===== src/rtl/data_conv_punct_enc.sv =====
// data_conv_punct_enc: rate-1/2 convolutional encoder with 2/3, 3/4 puncturing, tail flush and serial output
module data_conv_punct_enc #(
  parameter int           K       = 7,
  parameter logic [K-1:0] G_A     = 7'o133,
  parameter logic [K-1:0] G_B     = 7'o171,
  parameter bit           TAIL_EN = 1'b1
) (
  input  logic       din_clk,
  input  logic       rst,
  input  logic       din,
  input  logic       din_vld,
  input  logic       din_sop,
  input  logic       din_eop,
  output logic       din_rdy,
  input  logic [1:0] rate_sel,
  output logic       dout,
  output logic       dout_vld,
  output logic       dout_eop,
  input  logic       dout_rdy
);
  localparam int TW = $clog2(K);
  typedef enum logic [1:0] {IDLE, DATA, TAIL} state_t;
  state_t        state_q, state_d;
  logic [K-2:0]  sr_q, sr_d;
  logic [1:0]    phase_q, phase_d, rate_q, rate_d, pend_q, pend_d, buf_q, buf_d, beop_q, beop_d;
  logic [TW-1:0] tail_q, tail_d;
  logic          started_q;
  logic          pop, can_load, xfer, tail_go, enc, sop, bit_in, a, b, keep_a, keep_b, last, r23, r34;
  logic [K-2:0]  hist;
  logic [K-1:0]  win;
  logic [1:0]    rate_e, ph, ph_next;
  assign dout_vld = pend_q != 2'd0;
  assign dout     = buf_q[0];
  assign dout_eop = beop_q[0];
  // Handshake, encoder datapath, puncturing, serializer and state sequencing.
  always_comb begin
    pop      = dout_vld & dout_rdy;
    can_load = started_q & ((pend_q == 2'd0) | ((pend_q == 2'd1) & dout_rdy));
    din_rdy  = can_load & (state_q != TAIL);
    xfer     = din_vld & din_rdy;
    tail_go  = (state_q == TAIL) & can_load;
    enc      = xfer | tail_go;
    sop      = xfer & din_sop;
    bit_in   = xfer & din;
    hist     = sop ? '0 : sr_q;
    win      = {bit_in, hist};
    a        = ^(win & G_A);
    b        = ^(win & G_B);
    rate_e   = sop ? rate_sel : rate_q;
    ph       = sop ? 2'd0 : phase_q;
    r23      = rate_e == 2'd1;
    r34      = rate_e == 2'd2;
    keep_a   = !(r34 & (ph == 2'd2));
    keep_b   = !((r23 | r34) & (ph == 2'd1));
    ph_next  = (r23 & (ph == 2'd0)) ? 2'd1 : (r34 & (ph != 2'd2)) ? ph + 2'd1 : 2'd0;
    last     = (xfer & din_eop & !TAIL_EN) | (tail_go & (tail_q == TW'(K - 2)));
    sr_d     = enc ? {bit_in, hist[K-2:1]} : sr_q;
    phase_d  = enc ? ph_next : phase_q;
    rate_d   = sop ? rate_sel : rate_q;
    buf_d    = enc ? {b, keep_a ? a : b} : pop ? {1'b0, buf_q[1]} : buf_q;
    beop_d   = enc ? {last & keep_a & keep_b, last & !(keep_a & keep_b)} : pop ? {1'b0, beop_q[1]} : beop_q;
    pend_d   = enc ? ((keep_a & keep_b) ? 2'd2 : 2'd1) : pend_q - {1'b0, pop};
    state_d  = state_q;
    tail_d   = tail_q;
    if (xfer) begin
      state_d = din_eop ? (TAIL_EN ? TAIL : IDLE) : din_sop ? DATA : state_q;
      tail_d  = '0;
    end
    if (tail_go) begin
      state_d = (tail_q == TW'(K - 2)) ? IDLE : TAIL;
      tail_d  = tail_q + TW'(1);
    end
  end
  // State, history and serializer registers.
  always_ff @(posedge din_clk or posedge rst) begin
    if (rst) begin
      state_q   <= IDLE;
      sr_q      <= '0;
      phase_q   <= '0;
      rate_q    <= '0;
      pend_q    <= '0;
      buf_q     <= '0;
      beop_q    <= '0;
      tail_q    <= '0;
      started_q <= 1'b0;
    end else begin
      state_q   <= state_d;
      sr_q      <= sr_d;
      phase_q   <= phase_d;
      rate_q    <= rate_d;
      pend_q    <= pend_d;
      buf_q     <= buf_d;
      beop_q    <= beop_d;
      tail_q    <= tail_d;
      started_q <= 1'b1;
    end
  end
endmodule


===== config.mk =====
export PLATFORM = sky130hd
export DESIGN_NAME = data_conv_punct_enc
export DESIGN_NICKNAME = d
export VERILOG_FILES = /design/src/rtl/data_conv_punct_enc.sv
export SDC_FILE = /design/constraint.sdc
export NUM_CORES = 1
export LEC_CHECK = 0
export CORE_ASPECT_RATIO = 0.7
export CORE_MARGIN = 1
export CORE_UTILIZATION = 35
export CTS_CLUSTER_SIZE = 14
export DETAILED_ROUTE_END_ITERATION = 7
export PLACE_DENSITY = 0.59
export SLEW_MARGIN = 5
export SYNTH_ARGS = -nofsm -noshare
export SYNTH_HDL_FRONTEND = slang
export SYNTH_SLANG_ARGS = --single-unit

===== constraint.sdc =====
create_clock -name din_clk -period 3.65 [get_ports din_clk]
set_input_delay 1.095 -clock din_clk [delete_from_list [all_inputs] [get_ports din_clk]]
set_output_delay 1.095 -clock din_clk [all_outputs]
set_load 0.1 [all_outputs]

==> results.md, run 1 <==
Timing:
- The final-report hold violation count is 0.
- The max-slew violation count is 0.
- The final clock skew is around 0.0034 ns.
- The transition time at the pin with the least slew margin is approximately 0.87 ns.
- Setup violations remaining at the end of the flow were counted as 0.
- The post-layout minimum cycle time is 3.411 ns.
- The fraction of the cycle the final worst path needs is 0.9346.
- The worst relative slew slack is 0.4224.
- The final sum of negative setup slack is 0 ns.
- On the final layout, the worst hold slack is 0.4912 ns.
- For this run, the top clock speed supported by timing is 293.2 MHz.
- Setup repair after global routing left no endpoint under its margin.

Worst hold path:
- The min-delay analysis places its worst path in the category flip-flop to flip-flop.

Floorplan:
- The area of the die is a little over 4000 um^2.
- The y dimension of the die is 53.70 um.
- From left edge to right edge, the die measures 75.85 um.
- 13 I/O pins were placed.
- For this configuration, the core starts out at a cell density of 0.3732.
- The floorplan row count is 18.
- The placeable core region is 3581 um^2.

Drt:
- For this block, the initial DRC count from the detailed router was 37.
- The pre-antenna-repair detailed-routing pass consisted of 4 iterations.
- The via total after detailed routing is 1,024.
- The post-detailed-route count of antenna-violating nets is 0.
- The average wire length per cell after detail routing is between 10 and 15 um.
- Using the TritonRoute via totals, the vias-per-cell ratio works out to 5.172.
- Wires add up to about 2700 um.
- In the routed design, unresolved DRC markers number 0.

Clock network:
- Buffers added to address setup during post-CTS repair amount to 0.
- The TritonCTS clock tree is done.
- Clock-pin slew was measured on the worst setup and hold paths at 0.08 ns.
- The number of gates resized after CTS was 0.
- The clock latency reported for the late side of the worst-skew pair is between 0.2 and 0.3 ns.
- The count of hold-fix buffers inserted at cts is 0.
- CTS built an H-tree with a depth of 1.
- The clock passes through at most 2 buffers.
- The tree is rooted in a clkbuf_8.
- TritonCTS created 3 clock buffers.
- CTS saw 22 sinks.

Final layout:
- In the final layout, the share of cells above drive strength 1 is 0.1351.
- Fill cells in the final layout number 352.
- In the layout the commonest cells are 22 x dfrtp_1, 19 x nand2_1, 8 x inv_1, 8 x clkdlybuf4s50_1.
- At the end of the flow the core is filled with cells to 0.4364.
- The antenna diode count is 0.
- The growth of design area from synthesis to finish is 16.95%.
- The leading cell type in the layout, fill and taps excluded is dfrtp_1.
- After the last flow step, the layout net total stands at 165.

Setup path:
- STA classifies the critical path endpoint as a primary output.
- The largest driver fanout on the critical path is 5.
- The startpoint type of the worst setup path is an input pin.
- The data required time of the critical path is around 2.6 ns.
- Data on the critical path arrives at its endpoint at 2.32 ns.
- The kind of critical path is input pin to primary output.

Synth:
- In the synthesized netlist the async set-or-reset flop fraction comes to 1.000.
- The prevailing post-synth register cell is dfrtp_1.
- The synthesized area per cell is about 10 um^2.
- In this run, synthesis produced a sequential element count of 22.
- For this run, the number of Yosys warnings is 0.
- The synthesized design contains 0 enable-type register cells.
- The number of cells produced by synthesis is 134.
- The post-synthesis net count is 150.
- The number of different library cells used by synthesis comes to 44.
- For this run, the register share of the synthesized area comes to 0.4120.
- The mapped netlist covers 1336 um^2.

Power and ir drop:
- Across the VDD grid, the largest voltage drop is between 0.4 and 0.5 mV.
- Total power for the finished layout comes to 1286 uW.
- The static leakage is 0.0007350 uW.
- In this run the power density over the cells is 823.1 nW/um^2.

GRT:
- In the global route stage, overall resource usage came out at 0.1564.
- The via count of the first global-routing pass is 981.
- For this run the aggregate overflow at the end of global routing stands at 0.
- The maximum number of pins on one net before global-route repair is 23.
- The number of antenna violations at the first check in global routing came to 0.
- The first-pass GRT wire length is 4567 um.

Run status:
- The flow ran to the end, and the final reports show no timing, DRC or antenna violations.

Placement:
- The number of I/O port buffers is 12.
- Routability-driven placement finished with a final weighted congestion of 0.7643.
- Summed over all nets, the half-perimeter wirelength after detailed placement is 1992 um.

Job:
- The tool flagged a number of max-cap violations equal to 0.
[path summary, 6_finish.rpt]
kind | start | end | slack [ns] | cells after the start
setup / recovery | dout_rdy | din_rdy | 0.24 | 5
hold reg to reg | phase_q[1] | phase_q[1] | 0.49 | 2
max in group asynchronous | rst | rate_q[1] | 1.82 | 2
min in group asynchronous | rst | phase_q[1] | 1.30 | 2
hold / removal | phase_q[1] | phase_q[1] | 0.49 | 2
setup reg to reg | state_q[0] | buf_q[0] | 1.51 | 8
[cell type report]
class / count / area (um^2) / area share
multi-input cells: 100 / 726.9 / 0.4652
flip-flops and latches: 22 / 550.5 / 0.3523
repair buffers: 14 / 137.6 / 0.08807
well taps: 50 / 62.56 / 0.04003
clock buffers: 4 / 55.05 / 0.03523
inverters: 8 / 30.03 / 0.01922
[report_power, final]
| group | internal, uW | total [uW] | switching (uW) |
|---|---|---|---|
| registers | 345 | 420 | 75.9 |
| logic | 267 | 690 | 423 |
| clock network | 96.2 | 176 | 79.7 |
[logic make-up (layout without fill, tap and decap cells)]
family | Yosys count | count (layout) | synth area share
other cells | 1 | 1 | 0.002806
flops | 22 | 22 | 0.4120
compound gates | 31 | 31 | 0.1667
xor+xnor | 4 | 4 | 0.03745
fa+ha+maj | 7 | 7 | 0.06554
simple gates | 49 | 49 | 0.1994
mux | 8 | 8 | 0.07022
buf+inv | 12 | 26 | 0.04587
[routing by layer]
layer / GRT usage / vias up / wire length [um] / part of all wire
met5: 0 / - / 0 / 0
met4: 0.05556 / 0 / 34 / 0.013
met3: 0.03933 / 5 / 91 / 0.034
met2: 0.2404 / 19 / 1163 / 0.44
met1: 0.2140 / 507 / 1374 / 0.52
li1: - / 493 / - / -
[registers in the layout (all words and copies together) (netlist names)]
register	count
state_q	2
beop_q	2
pend_q	2
rate_q	2
started_q	1
phase_q	2
tail_q	3
buf_q	2
sr_q	6
[per-stage QoR]
step                area [um^2]  std cells  setup slack [ns]
floorplan                  1339        134            0.3387
global placement           1508        194            0.2614
detailed placement         1508        194            0.2371
CTS                        1563        198            0.2380
global route               1563        198            0.1764
finish                     1563        198            0.2389
[worst max-delay path, stage by stage]
cell,delay (ns)
clkdlybuf4s50_1,0.47
nand2b_1,0.24
nand2_1,0.16
nor2_2,0.16
buf_12,0.19
[synthesized netlist by cell type (all sizes together) (3+ instances only)]
master  number  area, um^2
a21oi        5       28.78
buf          4       31.27
dfrtp       22       550.5
ha           7       87.58
inv          8       30.03
mux2i        7       82.58
nand2       19       71.32
nand2b       4       25.02
nand3        3       15.01
nand3b       4       30.03
nor2         8       30.03
o21ai        9       48.80
xor2         3       26.28
Power figures use the tool's default switching activity.
==> run 2: changes to the inputs <==
--- a/config.mk
+++ b/config.mk
@@ -5,7 +5,7 @@
 export SDC_FILE = /design/constraint.sdc
 export NUM_CORES = 1
 export LEC_CHECK = 0
-export CORE_ASPECT_RATIO = 0.7
+export CORE_ASPECT_RATIO = 1.25
 export CORE_MARGIN = 1
 export CORE_UTILIZATION = 35
 export CTS_CLUSTER_SIZE = 14
==> results.md, run 2 (synthesis gave the netlist of run 1 again) <==
Timing:
- The final sum of negative setup slack is 0 ns (unchanged).
- The max-slew violation count was 0 (unchanged).
- The achievable frequency was 296.7 MHz (+1.2%).
- The final-report hold violation count is 0 (unchanged).
- The final number of setup-violating endpoints is 0 (unchanged).
- Setup repair after global routing left no endpoint under its margin.
- The final clock skew is 0.003682 ns (+0.0002991 ns).
- The transition time at the pin with the least slew margin is 0.8595 ns (-0.006726 ns).
- The fraction of the cycle the final worst path needs came to 0.9233 (-0.01122).
- The post-layout minimum cycle time is 3.370 ns (-0.04094 ns).
- The worst relative slew slack is 0.4264 (+0.003931).

Drt:
- The wire length reported by the detailed router was 2589 um (-2.8%).
- The number of optimization iterations in the first detailed-route pass is 6 (+2).
- The average wire length per cell after detail routing is 13.92 um (+3.5%).
- The via-per-instance ratio is 5.371 (+3.9%).
- The iteration-0 DRC count of the detailed router is 27 (-27%).
- The via total after detailed routing is 999 (-2.4%).
- The DRC violations left is 2 (+2).
- The post-detailed-route count of antenna-violating nets is 0 (unchanged).

Floorplan:
- The chip width is 57.27 um (-25%).
- The number of primary I/O pins is 13 (unchanged).
- The placeable core region is 3573 um^2 (-0.21%).
- The starting utilization of the core area is 0.3739 (+0.0007839).
- The y dimension of the die is 71.09 um (+32%).
- The area of the die is 4071 um^2 (about the same).
- The floorplan row count was 24 (+6).

GRT:
- The first-pass GRT wire length is 4616 um (+1.1%).
- The via count of the first global-routing pass was 1,084 (+10%).
- The global router's overall resource usage was 0.1475 (-0.008905).
- The number of antenna violations at the first check in global routing is 0 (unchanged).
- The overflow left after global routing is 0 (unchanged).
- The maximum number of pins on one net before global-route repair is 23 (unchanged).

Run status:
- The final reports fail on design-rule violations.
- The flow ran to the end, but the final reports show violations.

Clock network:
- The clock latency reported for the late side of the worst-skew pair is 0.25 ns (about the same).
- The clock-pin transition on the worst setup and hold timing paths came to 0.08 ns (about the same).
- The count of buffers added by post-CTS timing repair for setup is 0 (unchanged).
- The tree is rooted in a clkbuf_8.
- The number of buffers created by CTS came to 3 (unchanged).
- The H-tree depth is 1 (unchanged).
- The count of hold-fix buffers inserted at cts is 0 (unchanged).
- TritonCTS built the clock tree.
- The maximum count of clock buffers along a single path came to 2 (unchanged).
- The clock sink count is 22 (unchanged).
- The number of cells upsized or downsized after cts was 0 (unchanged).

Final layout:
- The fraction of layout instances using a drive strength above 1 came to 0.1293 (-0.005883).
- The number of flip-flops in the largest register came to 6 (unchanged).
- The share of the core filled with cells is 0.4296 (-0.006786).
- The area taken by multi-input logic gates was 726.9 um^2 (unchanged).
- The largest registers in the layout are sr_q (6), tail_q (3).
- The area used by sequential logic in the layout is 550.5 um^2 (unchanged).
- The antenna diode count was 0 (unchanged).
- The register with the most flip-flops in the final layout is sr_q.
- The library cell used most frequently in the layout, excluding fill and tap cells, is dfrtp_1.
- In the layout the commonest cells are 22 x dfrtp_1, 19 x nand2_1, 8 x inv_1, 8 x clkdlybuf4s50_1.
- The growth of design area from synthesis to finish is 14.89%.
- The number of fill cells is 349 (-0.85%).
- The final layout net count was 165 (unchanged).

Power and ir drop:
- The worst voltage drop across the vdd grid is 0.2932 mV (-33%).
- The static leakage is 0.0007278 uW (-0.98%).
- The power density over the cells is 813.1 nW/um^2 (-1.2%).

Worst hold path:
- The startpoint identified for the worst hold timing path is phase_q[1].
- The hold-critical path depth is 2 (unchanged).
- The type of the most critical hold path is flip-flop to flip-flop.

Setup path:
- The critical path in this run is classified as input pin to primary output.
- The worst reg-to-reg setup slack is 1.54 ns (+0.03 ns).
- The startpoint of the lowest-slack register-to-register path is state_q[0].
- The critical path launch point is dout_rdy.
- The largest driver fanout on the critical path came to 5 (unchanged).
- The worst setup path is launched from an input pin.
- The length in cells of the worst reg-to-reg path came to 8 (unchanged).
- The end of the critical path is din_rdy.
- The arrival time of data at the critical path endpoint is 2.28 ns (-0.04 ns).
- The data required time of the critical path is 2.55 ns (about the same).
- The sort of element at the end of the critical path is a primary output.
- In this run the critical register-to-register path is captured at buf_q[0].

Placement:
- The HPWL after detailed placement is 2005 um (+0.64%).
- The placer's final routability congestion estimate is 0.7945 (+4.0%).
- The number of I/O port buffers is 12 (unchanged).

Job:
- The number of violations of the max-capacitance limit was 0 (unchanged).
-- run 2: cell types whose count changed in the layout (fill, tap and decap cells not counted) --
cell	previous run	this run
clkbuf_8	4	3
-- run 2: worst min-delay path by stage --
stage / end / slack (ns)
2_1_floorplan: phase_q[1] / 0.46
3_3_place_gp: sr_q[0] / 0.48
3_5_place_dp: phase_q[1] / 0.49
4_1_cts: phase_q[1] / 0.50
5_1_grt: phase_q[1] / 0.53
6_report: phase_q[1] / 0.50
-- run 2: critical path: stages --
cell and delay (ns):
clkdlybuf4s50_1 0.48, nand2b_1 0.22, nand2_1 0.14, nor2_2 0.15, buf_12 0.19
-- run 2: metrics by stage --
stage	hold WS, ns	cell area [um^2]	setup WS, ns	power, uW	cells
6_report	0.4994	1535	0.2798	1248	186
4_1_cts	0.5033	1535	0.2674	1270	186
2_1_floorplan	0.4554	1339	0.3387	972.0	134
5_1_grt	0.5343	1535	0.1869	1358	186
3_3_place_gp	0.4781	1494	0.2789	1093	183
3_5_place_dp	0.4857	1494	0.2508	1117	183
-- run 2: report_power, final --
part,switching [uW],total [uW],internal [uW]
sequential,72.7,417,345
combinational,418,685,267
clock,72.7,146,73.5
total,564,1250,685
-- run 2: area by class of cell --
cell class,count,share of cell area
Inverter,8,0.01956
Sequential cell,22,0.3586
Tap cell,39,0.03178
Multi-Input combinational cell,100,0.4735
Clock buffer,3,0.02689
Timing Repair Buffer,14,0.08965
-- run 2: metal layers --
metal	global-route usage	vias to the layer above	wire length, um
met3	0.02011	6	64
met2	0.2667	12	1347
li1	-	500	-
met5	0	-	0
met1	0.1665	481	1129
met4	0.07588	0	48
==> run 3: changes to the inputs <==
--- a/config.mk
+++ b/config.mk
@@ -5,6 +5,7 @@
 export SDC_FILE = /design/constraint.sdc
 export NUM_CORES = 1
 export LEC_CHECK = 0
+export ABC_CLOCK_PERIOD_IN_PS = 3650
 export CORE_ASPECT_RATIO = 1.25
 export CORE_MARGIN = 1
 export CORE_UTILIZATION = 35
==> results of run 3 <==
Same layout as run 2: the final DEF is identical, and so are final timing and power.
